===== src/rtl/scu_pkg.sv =====
// Shared SCU decode definitions: sizes, opcodes, instruction field positions and
// opcode-class helpers used by the decode stage and its scoreboard.
package scu_pkg;

    localparam int unsigned NREG = 64;
    localparam int unsigned AW   = 6;
    localparam int unsigned DW   = 32;
    localparam int unsigned SCW  = 16;

    localparam logic [3:0] OP_NOP  = 4'b0000;
    localparam logic [3:0] OP_ST   = 4'b0011;
    localparam logic [3:0] OP_ADD  = 4'b0100;
    localparam logic [3:0] OP_INC  = 4'b0101;
    localparam logic [3:0] OP_NEG  = 4'b0110;
    localparam logic [3:0] OP_SUB  = 4'b0111;
    localparam logic [3:0] OP_J    = 4'b1000;
    localparam logic [3:0] OP_BRZ  = 4'b1001;
    localparam logic [3:0] OP_JM   = 4'b1010;
    localparam logic [3:0] OP_BRN  = 4'b1011;
    localparam logic [3:0] OP_LD   = 4'b1110;
    localparam logic [3:0] OP_SVPC = 4'b1111;

    localparam int unsigned OPC_HI = 31;
    localparam int unsigned OPC_LO = 28;
    localparam int unsigned RD_HI  = 27;
    localparam int unsigned RD_LO  = 22;
    localparam int unsigned RS1_HI = 21;
    localparam int unsigned RS1_LO = 16;
    localparam int unsigned RS2_HI = 15;
    localparam int unsigned RS2_LO = 10;
    localparam int unsigned IMM_HI = 15;
    localparam int unsigned IMM_LO = 0;

    typedef struct packed {
        logic [3:0]    opcode;
        logic [AW-1:0] rd;
        logic [AW-1:0] rs1;
        logic [AW-1:0] rs2;
        logic [DW-1:0] imm;
    } dec_fields_t;

    function automatic dec_fields_t decode_fields(input logic [DW-1:0] instr);
        dec_fields_t f;
        f.opcode = instr[OPC_HI:OPC_LO];
        f.rd     = instr[RD_HI:RD_LO];
        f.rs1    = instr[RS1_HI:RS1_LO];
        f.rs2    = instr[RS2_HI:RS2_LO];
        f.imm    = {{(DW - 16){instr[IMM_HI]}}, instr[IMM_HI:IMM_LO]};
        return f;
    endfunction

    function automatic logic writes_rd(input logic [3:0] op);
        case (op)
            OP_SVPC, OP_LD, OP_ADD, OP_INC, OP_NEG, OP_SUB: return 1'b1;
            default:                                        return 1'b0;
        endcase
    endfunction

    function automatic logic reads_rs1(input logic [3:0] op);
        case (op)
            OP_LD, OP_ST, OP_ADD, OP_INC, OP_NEG, OP_SUB,
            OP_J, OP_BRZ, OP_JM, OP_BRN: return 1'b1;
            default:                     return 1'b0;
        endcase
    endfunction

    function automatic logic reads_rs2(input logic [3:0] op);
        case (op)
            OP_ST, OP_ADD, OP_SUB: return 1'b1;
            default:               return 1'b0;
        endcase
    endfunction

endpackage


===== src/rtl/decode_stage_if.sv =====
// Fetch-to-decode, decode-to-execute, writeback and flush signals of the decode stage.
// slave is the decode stage's view; master is the surrounding pipeline's view.
interface decode_stage_if;
    import scu_pkg::*;

    logic          if_valid;
    logic [DW-1:0] if_instr;
    logic [DW-1:0] if_pc;
    logic          if_ready;

    logic          id_valid;
    logic          id_ready;
    logic [3:0]    id_opcode;
    logic [AW-1:0] id_rd;
    logic [AW-1:0] id_rs1;
    logic [AW-1:0] id_rs2;
    logic          id_wrt;
    logic [DW-1:0] id_imm;
    logic [DW-1:0] id_pc;

    logic          wb_valid;
    logic [AW-1:0] wb_rd;
    logic          flush;

    modport slave (
        input  if_valid, if_instr, if_pc, id_ready, wb_valid, wb_rd, flush,
        output if_ready, id_valid, id_opcode, id_rd, id_rs1, id_rs2, id_wrt, id_imm, id_pc
    );

    modport master (
        output if_valid, if_instr, if_pc, id_ready, wb_valid, wb_rd, flush,
        input  if_ready, id_valid, id_opcode, id_rd, id_rs1, id_rs2, id_wrt, id_imm, id_pc
    );

endinterface


===== src/rtl/decode_scoreboard.sv =====
// Busy-bit scoreboard: one bit per register with a write in flight, plus three
// lookup ports that already see a same-cycle writeback as retired.
module decode_scoreboard
    import scu_pkg::*;
#(
    parameter int unsigned NREG = scu_pkg::NREG,
    parameter int unsigned AW   = scu_pkg::AW
) (
    input  logic                clk,
    input  logic                rst_n,
    input  logic                i_set_en,
    input  logic [AW-1:0]       i_set_idx,
    input  logic                i_clr_en,
    input  logic [AW-1:0]       i_clr_idx,
    input  logic [2:0][AW-1:0]  i_rd_idx,
    output logic [2:0]          o_busy_eff
);

    logic [NREG-1:0] r_busy;
    logic [NREG-1:0] w_busy_d;

    // Set is applied after clear: a newly issued write to a retiring register stays pending.
    always_comb begin
        w_busy_d = r_busy;
        if (i_clr_en) w_busy_d[i_clr_idx] = 1'b0;
        if (i_set_en) w_busy_d[i_set_idx] = 1'b1;
    end

    always_ff @(posedge clk or negedge rst_n) begin
        if (!rst_n) begin
            r_busy <= '0;
        end else begin
            r_busy <= w_busy_d;
        end
    end

    for (genvar g = 0; g < 3; g++) begin : g_lookup
        assign o_busy_eff[g] = r_busy[i_rd_idx[g]] & ~(i_clr_en & (i_clr_idx == i_rd_idx[g]));
    end

endmodule


===== src/rtl/decode_stage.sv =====
// SCU instruction-decode stage: one-deep holding register, field split, and
// scoreboard-based RAW/WAW interlock in front of the register file and execute.
module decode_stage
    import scu_pkg::*;
#(
    parameter int unsigned NREG = scu_pkg::NREG,
    parameter int unsigned AW   = scu_pkg::AW,
    parameter int unsigned DW   = scu_pkg::DW,
    parameter int unsigned SCW  = scu_pkg::SCW
) (
    input  logic            clk,
    input  logic            rst_n,
    decode_stage_if.slave   dec_bus,
    output logic [SCW-1:0]  stall_cycles
);

    logic          r_d_valid;
    logic [DW-1:0] r_d_instr;
    logic [DW-1:0] r_d_pc;
    logic [SCW-1:0] r_stall;

    dec_fields_t w_dec;
    logic        w_reads_rs1;
    logic        w_reads_rs2;
    logic        w_wrt;
    logic [2:0]  w_busy_eff;
    logic        w_hazard;
    logic        w_id_valid;
    logic        w_fire;
    logic        w_if_ready;
    logic        w_load;

    assign w_dec       = decode_fields(r_d_instr);
    assign w_reads_rs1 = reads_rs1(w_dec.opcode);
    assign w_reads_rs2 = reads_rs2(w_dec.opcode);
    assign w_wrt       = r_d_valid & writes_rd(w_dec.opcode);

    decode_scoreboard #(
        .NREG (NREG),
        .AW   (AW)
    ) u_scoreboard (
        .clk        (clk),
        .rst_n      (rst_n),
        .i_set_en   (w_fire & w_wrt),
        .i_set_idx  (w_dec.rd),
        .i_clr_en   (dec_bus.wb_valid),
        .i_clr_idx  (dec_bus.wb_rd),
        .i_rd_idx   ({w_dec.rd, w_dec.rs2, w_dec.rs1}),
        .o_busy_eff (w_busy_eff)
    );

    // busy_eff order: [0]=rs1, [1]=rs2, [2]=rd (WAW)
    assign w_hazard   = r_d_valid & ((w_reads_rs1 & w_busy_eff[0]) |
                                     (w_reads_rs2 & w_busy_eff[1]) |
                                     (w_wrt & w_busy_eff[2]));
    assign w_id_valid = r_d_valid & ~w_hazard & ~dec_bus.flush;
    assign w_fire     = w_id_valid & dec_bus.id_ready;
    assign w_if_ready = ~r_d_valid | w_fire | dec_bus.flush;
    assign w_load     = dec_bus.if_valid & w_if_ready;

    always_ff @(posedge clk or negedge rst_n) begin
        if (!rst_n) begin
            r_d_valid <= 1'b0;
            r_d_instr <= '0;
            r_d_pc    <= '0;
        end else if (w_load) begin
            r_d_valid <= 1'b1;
            r_d_instr <= dec_bus.if_instr;
            r_d_pc    <= dec_bus.if_pc;
        end else if (w_fire || dec_bus.flush) begin
            r_d_valid <= 1'b0;
        end
    end

    always_ff @(posedge clk or negedge rst_n) begin
        if (!rst_n) begin
            r_stall <= '0;
        end else if (w_hazard && !dec_bus.flush && !(&r_stall)) begin
            r_stall <= r_stall + SCW'(1);
        end
    end

    assign dec_bus.if_ready  = w_if_ready;
    assign dec_bus.id_valid  = w_id_valid;
    assign dec_bus.id_opcode = w_dec.opcode;
    assign dec_bus.id_rd     = w_dec.rd;
    assign dec_bus.id_rs1    = w_dec.rs1;
    assign dec_bus.id_rs2    = w_dec.rs2;
    assign dec_bus.id_wrt    = w_wrt;
    assign dec_bus.id_imm    = w_dec.imm;
    assign dec_bus.id_pc     = r_d_pc;
    assign stall_cycles      = r_stall;

endmodule


===== src/flat_wrapper.sv =====
// flat-port wrapper written by rule: the top's interface ports become plain ports
module decode_stage_flat import scu_pkg::*;
#(
    parameter int unsigned NREG = scu_pkg::NREG,
    parameter int unsigned AW   = scu_pkg::AW,
    parameter int unsigned DW   = scu_pkg::DW,
    parameter int unsigned SCW  = scu_pkg::SCW
)
  (clk, rst_n, stall_cycles, dec_bus_if_valid, dec_bus_if_instr, dec_bus_if_pc, dec_bus_id_ready, dec_bus_wb_valid, dec_bus_wb_rd, dec_bus_flush, dec_bus_if_ready, dec_bus_id_valid, dec_bus_id_opcode, dec_bus_id_rd, dec_bus_id_rs1, dec_bus_id_rs2, dec_bus_id_wrt, dec_bus_id_imm, dec_bus_id_pc);
  decode_stage_if dec_bus_i ();
  input  logic clk;
  input  logic rst_n;
  output logic [SCW-1:0] stall_cycles;
  input wire logic [$bits(dec_bus_i.if_valid)-1:0] dec_bus_if_valid;
  input wire logic [$bits(dec_bus_i.if_instr)-1:0] dec_bus_if_instr;
  input wire logic [$bits(dec_bus_i.if_pc)-1:0] dec_bus_if_pc;
  input wire logic [$bits(dec_bus_i.id_ready)-1:0] dec_bus_id_ready;
  input wire logic [$bits(dec_bus_i.wb_valid)-1:0] dec_bus_wb_valid;
  input wire logic [$bits(dec_bus_i.wb_rd)-1:0] dec_bus_wb_rd;
  input wire logic [$bits(dec_bus_i.flush)-1:0] dec_bus_flush;
  output wire logic [$bits(dec_bus_i.if_ready)-1:0] dec_bus_if_ready;
  output wire logic [$bits(dec_bus_i.id_valid)-1:0] dec_bus_id_valid;
  output wire logic [$bits(dec_bus_i.id_opcode)-1:0] dec_bus_id_opcode;
  output wire logic [$bits(dec_bus_i.id_rd)-1:0] dec_bus_id_rd;
  output wire logic [$bits(dec_bus_i.id_rs1)-1:0] dec_bus_id_rs1;
  output wire logic [$bits(dec_bus_i.id_rs2)-1:0] dec_bus_id_rs2;
  output wire logic [$bits(dec_bus_i.id_wrt)-1:0] dec_bus_id_wrt;
  output wire logic [$bits(dec_bus_i.id_imm)-1:0] dec_bus_id_imm;
  output wire logic [$bits(dec_bus_i.id_pc)-1:0] dec_bus_id_pc;
  assign dec_bus_i.if_valid = dec_bus_if_valid;
  assign dec_bus_i.if_instr = dec_bus_if_instr;
  assign dec_bus_i.if_pc = dec_bus_if_pc;
  assign dec_bus_i.id_ready = dec_bus_id_ready;
  assign dec_bus_i.wb_valid = dec_bus_wb_valid;
  assign dec_bus_i.wb_rd = dec_bus_wb_rd;
  assign dec_bus_i.flush = dec_bus_flush;
  assign dec_bus_if_ready = dec_bus_i.if_ready;
  assign dec_bus_id_valid = dec_bus_i.id_valid;
  assign dec_bus_id_opcode = dec_bus_i.id_opcode;
  assign dec_bus_id_rd = dec_bus_i.id_rd;
  assign dec_bus_id_rs1 = dec_bus_i.id_rs1;
  assign dec_bus_id_rs2 = dec_bus_i.id_rs2;
  assign dec_bus_id_wrt = dec_bus_i.id_wrt;
  assign dec_bus_id_imm = dec_bus_i.id_imm;
  assign dec_bus_id_pc = dec_bus_i.id_pc;
  decode_stage #(.NREG(NREG), .AW(AW), .DW(DW), .SCW(SCW)) u_core (.clk(clk), .rst_n(rst_n), .dec_bus(dec_bus_i), .stall_cycles(stall_cycles));
endmodule

===== config.mk =====
export PLATFORM = sky130hd
export DESIGN_NAME = decode_stage_flat
export DESIGN_NICKNAME = d
export VERILOG_FILES = /design/src/rtl/scu_pkg.sv /design/src/rtl/decode_stage_if.sv /design/src/rtl/decode_scoreboard.sv /design/src/rtl/decode_stage.sv /design/src/flat_wrapper.sv
export SDC_FILE = /design/constraint.sdc
export NUM_CORES = 1
export LEC_CHECK = 0
export ABC_AREA = 1
export BUFFER_PORTS_ARGS = -buffer_cell sky130_fd_sc_hd__buf_2
export CAP_MARGIN = 15
export CORE_UTILIZATION = 34
export DETAILED_ROUTE_END_ITERATION = 8
export HOLD_SLACK_MARGIN = 0.02
export PLACE_DENSITY_LB_ADDON = 0.08
export SLEW_MARGIN = 10
export SYNTH_ARGS = -nofsm -noshare
export SYNTH_HDL_FRONTEND = slang
export SYNTH_SLANG_ARGS = --single-unit

===== constraint.sdc =====
create_clock -name clk -period 2 [get_ports clk]
set_input_delay 0.2 -clock clk [delete_from_list [all_inputs] [get_ports clk]]
set_output_delay 0.2 -clock clk [all_outputs]
set_load 0.05 [all_outputs]

======== Yosys cells after proc, flatten, opt, wreduce, memory -nomap -nowiden ========
Memories as Yosys holds them, arrays and structs flattened.
Index checks and enable logic that the tools add are counted.
cells by class
  $lt $le $gt $ge ......................... 6
  add/sub/neg operators ................... 1
  multiplexer cells ....................... 16
  bitwise logic cells ..................... 29
  equal/unequal tests ..................... 10
  reduce and logical (&&, ||, !) cells .... 11
operators with widths
  kind                     count
  $mux W64                 2
  $and A64 B64 Y64         1
  $not A64 Y64             1
  $or A64 B64 Y64          1
  $lt A6 B7 Y1 const B     4
  $bmux W1 S6              3
  $eq A6 B6 Y1             3
  $add A16 B1 Y16 const B  1
  $and A1 B1 Y1            16
  $eq A4 B3 Y1 const B     4
  $reduce_and A16 Y1       1
  $demux W1 S6             2
  $ge A6 B1 Y1 const B     2
  $mux W1                  9
  $eq A4 B4 Y1 const B     2
  $not A1 Y1               6
  $reduce_or A6 Y1         1
  $eq A4 B2 Y1 const B     1
  $logic_and A1 B1 Y1      4
  $or A1 B1 Y1             4
  $reduce_or A3 Y1         1
  $logic_not A1 Y1         2
  $reduce_bool A2 Y1       1
  $logic_or A1 B1 Y1       1
word-level totals
  memories kept ........................... 1
  logic and storage cells ................. 79
  register bits after elaboration ......... 145
  ROM bits ................................ 16
  input bits .............................. 76
memory list
  name              words  width  read ports  clocked after Yosys merged registers in  write ports  line           text
  (name not given)  16     1      1           0                                        0            scu_pkg.sv:60  case (op)

======== Depth between registers and ports, before layout ========
  depth after elaboration ................. 16
  mapped depth ............................ 20
  depth with buffers taken out ............ 18

======== Modules after synthesis ========
Synthesis repeated with hierarchy kept, for this count alone.
second synthesis, totals
  cell total of the unflattened synthesis .. 1,226
  area, all modules ....................... 8,777.2 sq um
modules (own cells, without submodules)
  module             cells each  instances  area an instance (sq um)  sequential area each (sq um)
  decode_scoreboard  763         1          4,926.0                   1,601.5
  decode_stage       463         1          3,851.2                   2,026.9

======== Least setup slack after synthesis ========
No wires, ideal clock.
  path type ............................... reg2reg
  start ................................... register u_core.r_d_instr[30]
  end ..................................... register u_core.u_scoreboard.r_busy[56]
  path buffers ............................ 1
  slack ................................... -1.148 ns
  data required time ...................... 1.874 ns
  stages on the path, launching flop included .. 11
  data arrival time ....................... 3.023 ns
  cell sequence ........................... dfrtp_1 -> inv_1 -> nor3_1 -> inv_1 -> a41oi_1 -> nand2_1 -> nand3_2 -> nor2_2 -> nand3_2 -> buf_2 -> o21ai_1
on the way
  longest elaborated chain between the ends .. 13
RTL lines
  what                                                 line                     text
  start, declared                                      decode_stage.sv:18       logic [DW-1:0] r_d_instr;
  start signal, assigned                               decode_stage.sv:68       r_d_instr <= dec_bus.if_instr;
  $eq A4 B4 Y1 / $eq A4 B3 Y1 (equally long branches)  scu_pkg.sv:53            case (op)
  $reduce_or A6 Y1 (*)                                 scu_pkg.sv:53
  $mux W1 (*)                                          scu_pkg.sv:53
  $and A1 B1 Y1 (*)                                    decode_stage.sv:36       assign w_wrt = r_d_valid & writes_rd(w_dec.opcode);
  named net dec_bus_id_wrt                             flat_wrapper.sv:27       output wire logic [$bits(dec_bus_i.id_wrt)-1:0] dec_bus_id_wrt;
  $and A1 B1 Y1 (*)                                    decode_stage.sv:55       (w_wrt & w_busy_eff[2]));
  $or A1 B1 Y1 (*)                                     decode_stage.sv:54       (w_reads_rs2 & w_busy_eff[1]) |
  $and A1 B1 Y1 (*)                                    decode_stage.sv:53       assign w_hazard = r_d_valid & ((w_reads_rs1 & w_busy_eff[0]) |
  $not A1 Y1 (*)                                       decode_stage.sv:56       assign w_id_valid = r_d_valid & ~w_hazard & ~dec_bus.flush;
  $and A1 B1 Y1 (*) (2 in a row)                       decode_stage.sv:56
  named net dec_bus_id_valid                           flat_wrapper.sv:22       output wire logic [$bits(dec_bus_i.id_valid)-1:0] dec_bus_id_valid;
  $and A1 B1 Y1 (*)                                    decode_stage.sv:57       assign w_fire = w_id_valid & dec_bus.id_ready;
  $and A1 B1 Y1 (*)                                    decode_stage.sv:44       .i_set_en (w_fire & w_wrt),
  $mux W64 (*)                                         decode_scoreboard.sv:26  if (i_set_en) w_busy_d[i_set_idx] = 1'b1;
  named net u_core.u_scoreboard.w_busy_d[56]           decode_scoreboard.sv:20  logic [NREG-1:0] w_busy_d;
  end signal, assigned                                 decode_scoreboard.sv:33  r_busy <= w_busy_d;
  end, declared                                        decode_scoreboard.sv:19  logic [NREG-1:0] r_busy;
Mark *: on every way through the listed nets, which the timed path passes. The rest lies on a longest branch.
A chain may end at the register's enable or synchronous reset.

======== Worst setup path after layout ========
  start ................................... register u_core.r_d_instr[10]
  end ..................................... output port dec_bus_if_ready
on the way
  longest elaborated chain between the ends .. 14
RTL lines
  what                                                 line                     text
  branches (longest 3 deep; another with $bmux W1 S6)  n/a
  $and A1 B1 Y1 (*)                                    decode_scoreboard.sv:38  assign o_busy_eff[g] = r_busy[i_rd_idx[g]] & ~(i_clr_en & (i_clr_idx == i_rd_idx[g]));
  $and A1 B1 Y1 (*)                                    decode_stage.sv:54
  $or A1 B1 Y1 (*)                                     decode_stage.sv:53
  $or A1 B1 Y1 (*)                                     decode_stage.sv:54
  $and A1 B1 Y1 (*)                                    decode_stage.sv:53
  $not A1 Y1 (*)                                       decode_stage.sv:56
  $and A1 B1 Y1 (*) (2 in a row)                       decode_stage.sv:56
  $and A1 B1 Y1 (*)                                    decode_stage.sv:57
  $or A1 B1 Y1 (*) (2 in a row)                        decode_stage.sv:58       assign w_if_ready = ~r_d_valid | w_fire | dec_bus.flush;
  end, declared                                        flat_wrapper.sv:21       output wire logic [$bits(dec_bus_i.if_ready)-1:0] dec_bus_if_ready;
Every way passes the cells marked *. The select of a mux whose other input is x is not followed.

==> results.yml <==
outcome:
  outcome: "complete, but fails checks"
  violations: "negative setup slack"
final_layout:
  area_delta_synth_final_pct: 41.0
  fin_util_pct: 49.2
  final_nets: 1683
  drive_gt1_share_pct: 26.1
  insertedDiodeCount: 0
pwr:
  p_seq_share_pct: 31.2
  vdd_drop_max_mv: 0.491
  power_frac_comb_pct: 40.5
  power_mw: 11.3
  power.density_mw_per_mm2: 904
  p_leak_nw: 6.15
  p_int_mw: 6.38
  switchingPower_mw: 4.89
  p_clk_share_pct: 28.3
  sw_frac_of_total_pct: 43.4
timing:
  worst_pin_slew_ps: 620
  finalSetupViolCount: 147
  drv_slew: 0
  rsz0062_at_grt: "yes"
  finClkSkew_ps: 17.4
  finalCritPeriodShare_pct: 131
  max_freq_ghz: 0.382
  setup_ws_ps: -615
  hold_violations: 0
  fin_crit_ps: 2610
  maxSlewHeadroom_pct: 58.7
yosys:
  syn_nets: 1375
  syn_area_mm2: 0.00884
  synth.distinct_cells: 33
  syn_inst: 1298
  ys_seq_area_share_pct: 41.1
  ys_ff_latch: 145
  yosysWarnings: 0
  syn_area_per_cell_um2: 6.81
floorplan:
  rows: 58
  fp.dieW_um: 163
  dieArea_mm2: 0.0266
  die_y_um: 163
  initial_utilization_pct: 34.9
  io_pins: 181
  coreArea_mm2: 0.0253
critical_path:
  cp_data_arrival_time_ps: 2410
  crit_start: "u_core.r_d_instr[10]"
  critPathRequiredTime_ps: 1800
  crit-reg2reg-launch: "u_core.r_d_instr[10]"
  start_kind: "flop"
  cpPeakStageDelay_ps: 470
  path_cells: "buf_12, nand2_1, nand3_1, nand3_1, nand2_1, nand2_1, nand3_1, nand3_1, nand2_1, nand2_2, nand3_4, o21bai_4, buf_12, buf_12"
  path_max_fanout: 35
  critPathSlowestCell: "dfrtp_2"
  worstSetupPathType: "reg -> out"
  critPathCaptureType: "primary output"
clock_tree:
  worstSkewPairLatency_ps: 440
  cts.sinks: 145
  cts_tree: "built"
  h-tree-depth: 4
  clk_pin_slew_worst_paths_ps: 70
  cts-buffers-inserted: 17
  clk_path_buf_depth: 2
  cts_root_buffer: "clkbuf_16"
drt:
  drtIter0Drc: 935
  wirelength_um: 36700
  drcViolationCount: 0
  routed_via_density: 5.15
  vias: 10000
  wl_per_cell_um: 18.8
  dr.pass1.iters: 5
  final_antenna_net_count: 0
grt:
  grt_overflow_total: 0
  grt_pass1_wl_um: 56200
  grt_max_degree: 58
  gr-usage-all-layers_pct: 27.9
  grt_pass1_vias: 9608
  antenna_found_initial: 4
min_path:
  hp-start: "dec_bus_if_instr[29]"
  hold_path.class: "in -> reg"
placement:
  gp_congestion: 0.930
  port_buffers: 180
  hpwl_um: 25300
run:
  drv_cap: 0
-- worst max-delay path, delay by kind of cell, from the launching register on --
family / cells / cell delay [ps]
flops: 1 / 470
buf+inv: 3 / 450
compound gates: 1 / 170
simple gates: 10 / 860
-- synth_stat cells --
cell / count / share of area [%]
a21oi_1: 8 / 0.45
a41oi_1: 1 / 0.099
buf_1: 1 / 0.042
buf_2: 34 / 1.9
buf_4: 34 / 2.9
buf_6: 2 / 0.25
clkbuf_1: 26 / 1.1
clkbuf_2: 1 / 0.057
clkinv_1: 3 / 0.13
dfrtp_1: 145 / 41
ha_1: 1 / 0.14
inv_1: 40 / 1.7
inv_2: 6 / 0.25
nand2_1: 573 / 24
nand2_2: 1 / 0.071
nand3_1: 200 / 11
nand3_2: 2 / 0.23
nand3b_1: 2 / 0.17
nand4_1: 3 / 0.21
nor2_1: 15 / 0.64
nor2_2: 1 / 0.071
nor3_1: 22 / 1.2
nor3_2: 8 / 0.91
nor3b_1: 1 / 0.085
nor4_1: 3 / 0.21
o2111a_1: 1 / 0.13
o2111ai_1: 1 / 0.099
o21ai_0: 74 / 4.2
o21ai_1: 60 / 3.4
o21bai_2: 1 / 0.13
o22ai_1: 11 / 0.78
xnor2_1: 6 / 0.59
xor2_1: 11 / 1.1
-- through the flow --
| stage | setup WS (ps) | cells | setup TNS, ps | hold slack, ps | instance area, um^2 |
|---|---|---|---|---|---|
| after detailed placement | -401 | 1850 | -49880 | 238 | 11000 |
| after global placement | -357 | 1850 | -45310 | 234 | 11000 |
| final | -615 | 1949 | -62040 | 20.9 | 12500 |
| after CTS | -661 | 1943 | -56430 | 21.4 | 12300 |
| after floorplan | -425 | 1298 | -48030 | -95.6 | 9040 |
| after global routing | -755 | 1949 | -85840 | 30.4 | 12500 |
-- path summary, 6_finish.rpt --
| kind | endpoint | slack [ps] | cells past startpoint |
|---|---|---|---|
| min in group asynchronous | u_core.u_scoreboard.r_busy[7] | 330 | 2 |
| max in group asynchronous | u_core.r_d_instr[26] | 1060 | 3 |
| hold / removal | u_core.r_d_instr[29] | 20 | 3 |
| setup reg to reg | u_core.u_scoreboard.r_busy[34] | -520 | 17 |
| hold reg to reg | u_core.dec_bus.id_pc[9] | 470 | 2 |
| setup / recovery | dec_bus_if_ready | -610 | 14 |
-- state kept, by name (all words and copies together) (netlist names) --
name and cells:
u_core.dec_bus.id_pc 32, u_core.stall_cycles 16, u_core.u_scoreboard.r_busy 64, u_core.r_d_valid 1, u_core.r_d_instr 32
-- layout make-up --
class                           count  area [um^2]
Clock buffer                       18          429
Timing Repair Buffer              387         3020
Tap cell                          330          413
Fill cell                        2544        12900
Sequential cell                   145         3650
Clock inverter                     14          141
Inverter                           49          199
Multi-Input combinational cell   1006         4610
-- metal layers --
metal / track usage, % / wire, um
met1: 37.0 / 15900
met2: 45.2 / 17400
met3: 5.64 / 2410
met4: 8.75 / 902
met5: 0 / 55
-- power groups by stage --
stage / clock network (mW) / registers (mW) / logic [mW]
after global routing: 3.40 / 3.55 / 4.85
final: 3.19 / 3.51 / 4.56
after detailed placement: 0 / 3.55 / 4.28
after floorplan: 0 / 4.38 / 1.89
after CTS: 3.27 / 3.50 / 4.43
after global placement: 0 / 3.55 / 4.27
-- cell families (layout without fill, tap and decap cells) --
| family | after synthesis | count (layout) | share of synthesized area, % |
|---|---|---|---|
| xor+xnor | 17 | 17 | 1.68 |
| buf+inv | 147 | 468 | 8.35 |
| flops | 145 | 145 | 41.1 |
| simple gates | 831 | 831 | 39.5 |
| fa+ha+maj | 1 | 1 | 0.142 |
| compound gates | 157 | 157 | 9.27 |
-- what timing repair did --
action,4_1_cts,5_1_grt
buffers inserted,2,2
endpoints found under the setup margin,147,147
pin swaps,4,2
cloned,0,3
hold buffers,59,1
gates resized for setup,18,26
endpoints found under the hold margin,107,1
-- cells in the final DEF (no fill, tap or decap), types with 26 or more instances in the layout --
| cell type | netlist | routed |
|---|---|---|
| buf_2 | 34 | 177 |
| nand3_1 | 200 | 198 |
| buf_12 | 0 | 26 |
| o21ai_0 | 74 | 70 |
| dlygate4sd3_1 | 0 | 60 |
| inv_1 | 40 | 38 |
| buf_4 | 34 | 114 |
| nand2_1 | 573 | 561 |
| dfrtp_1 | 145 | 127 |
| o21ai_1 | 60 | 55 |
Note: power is estimated with default switching activity, not from simulation.
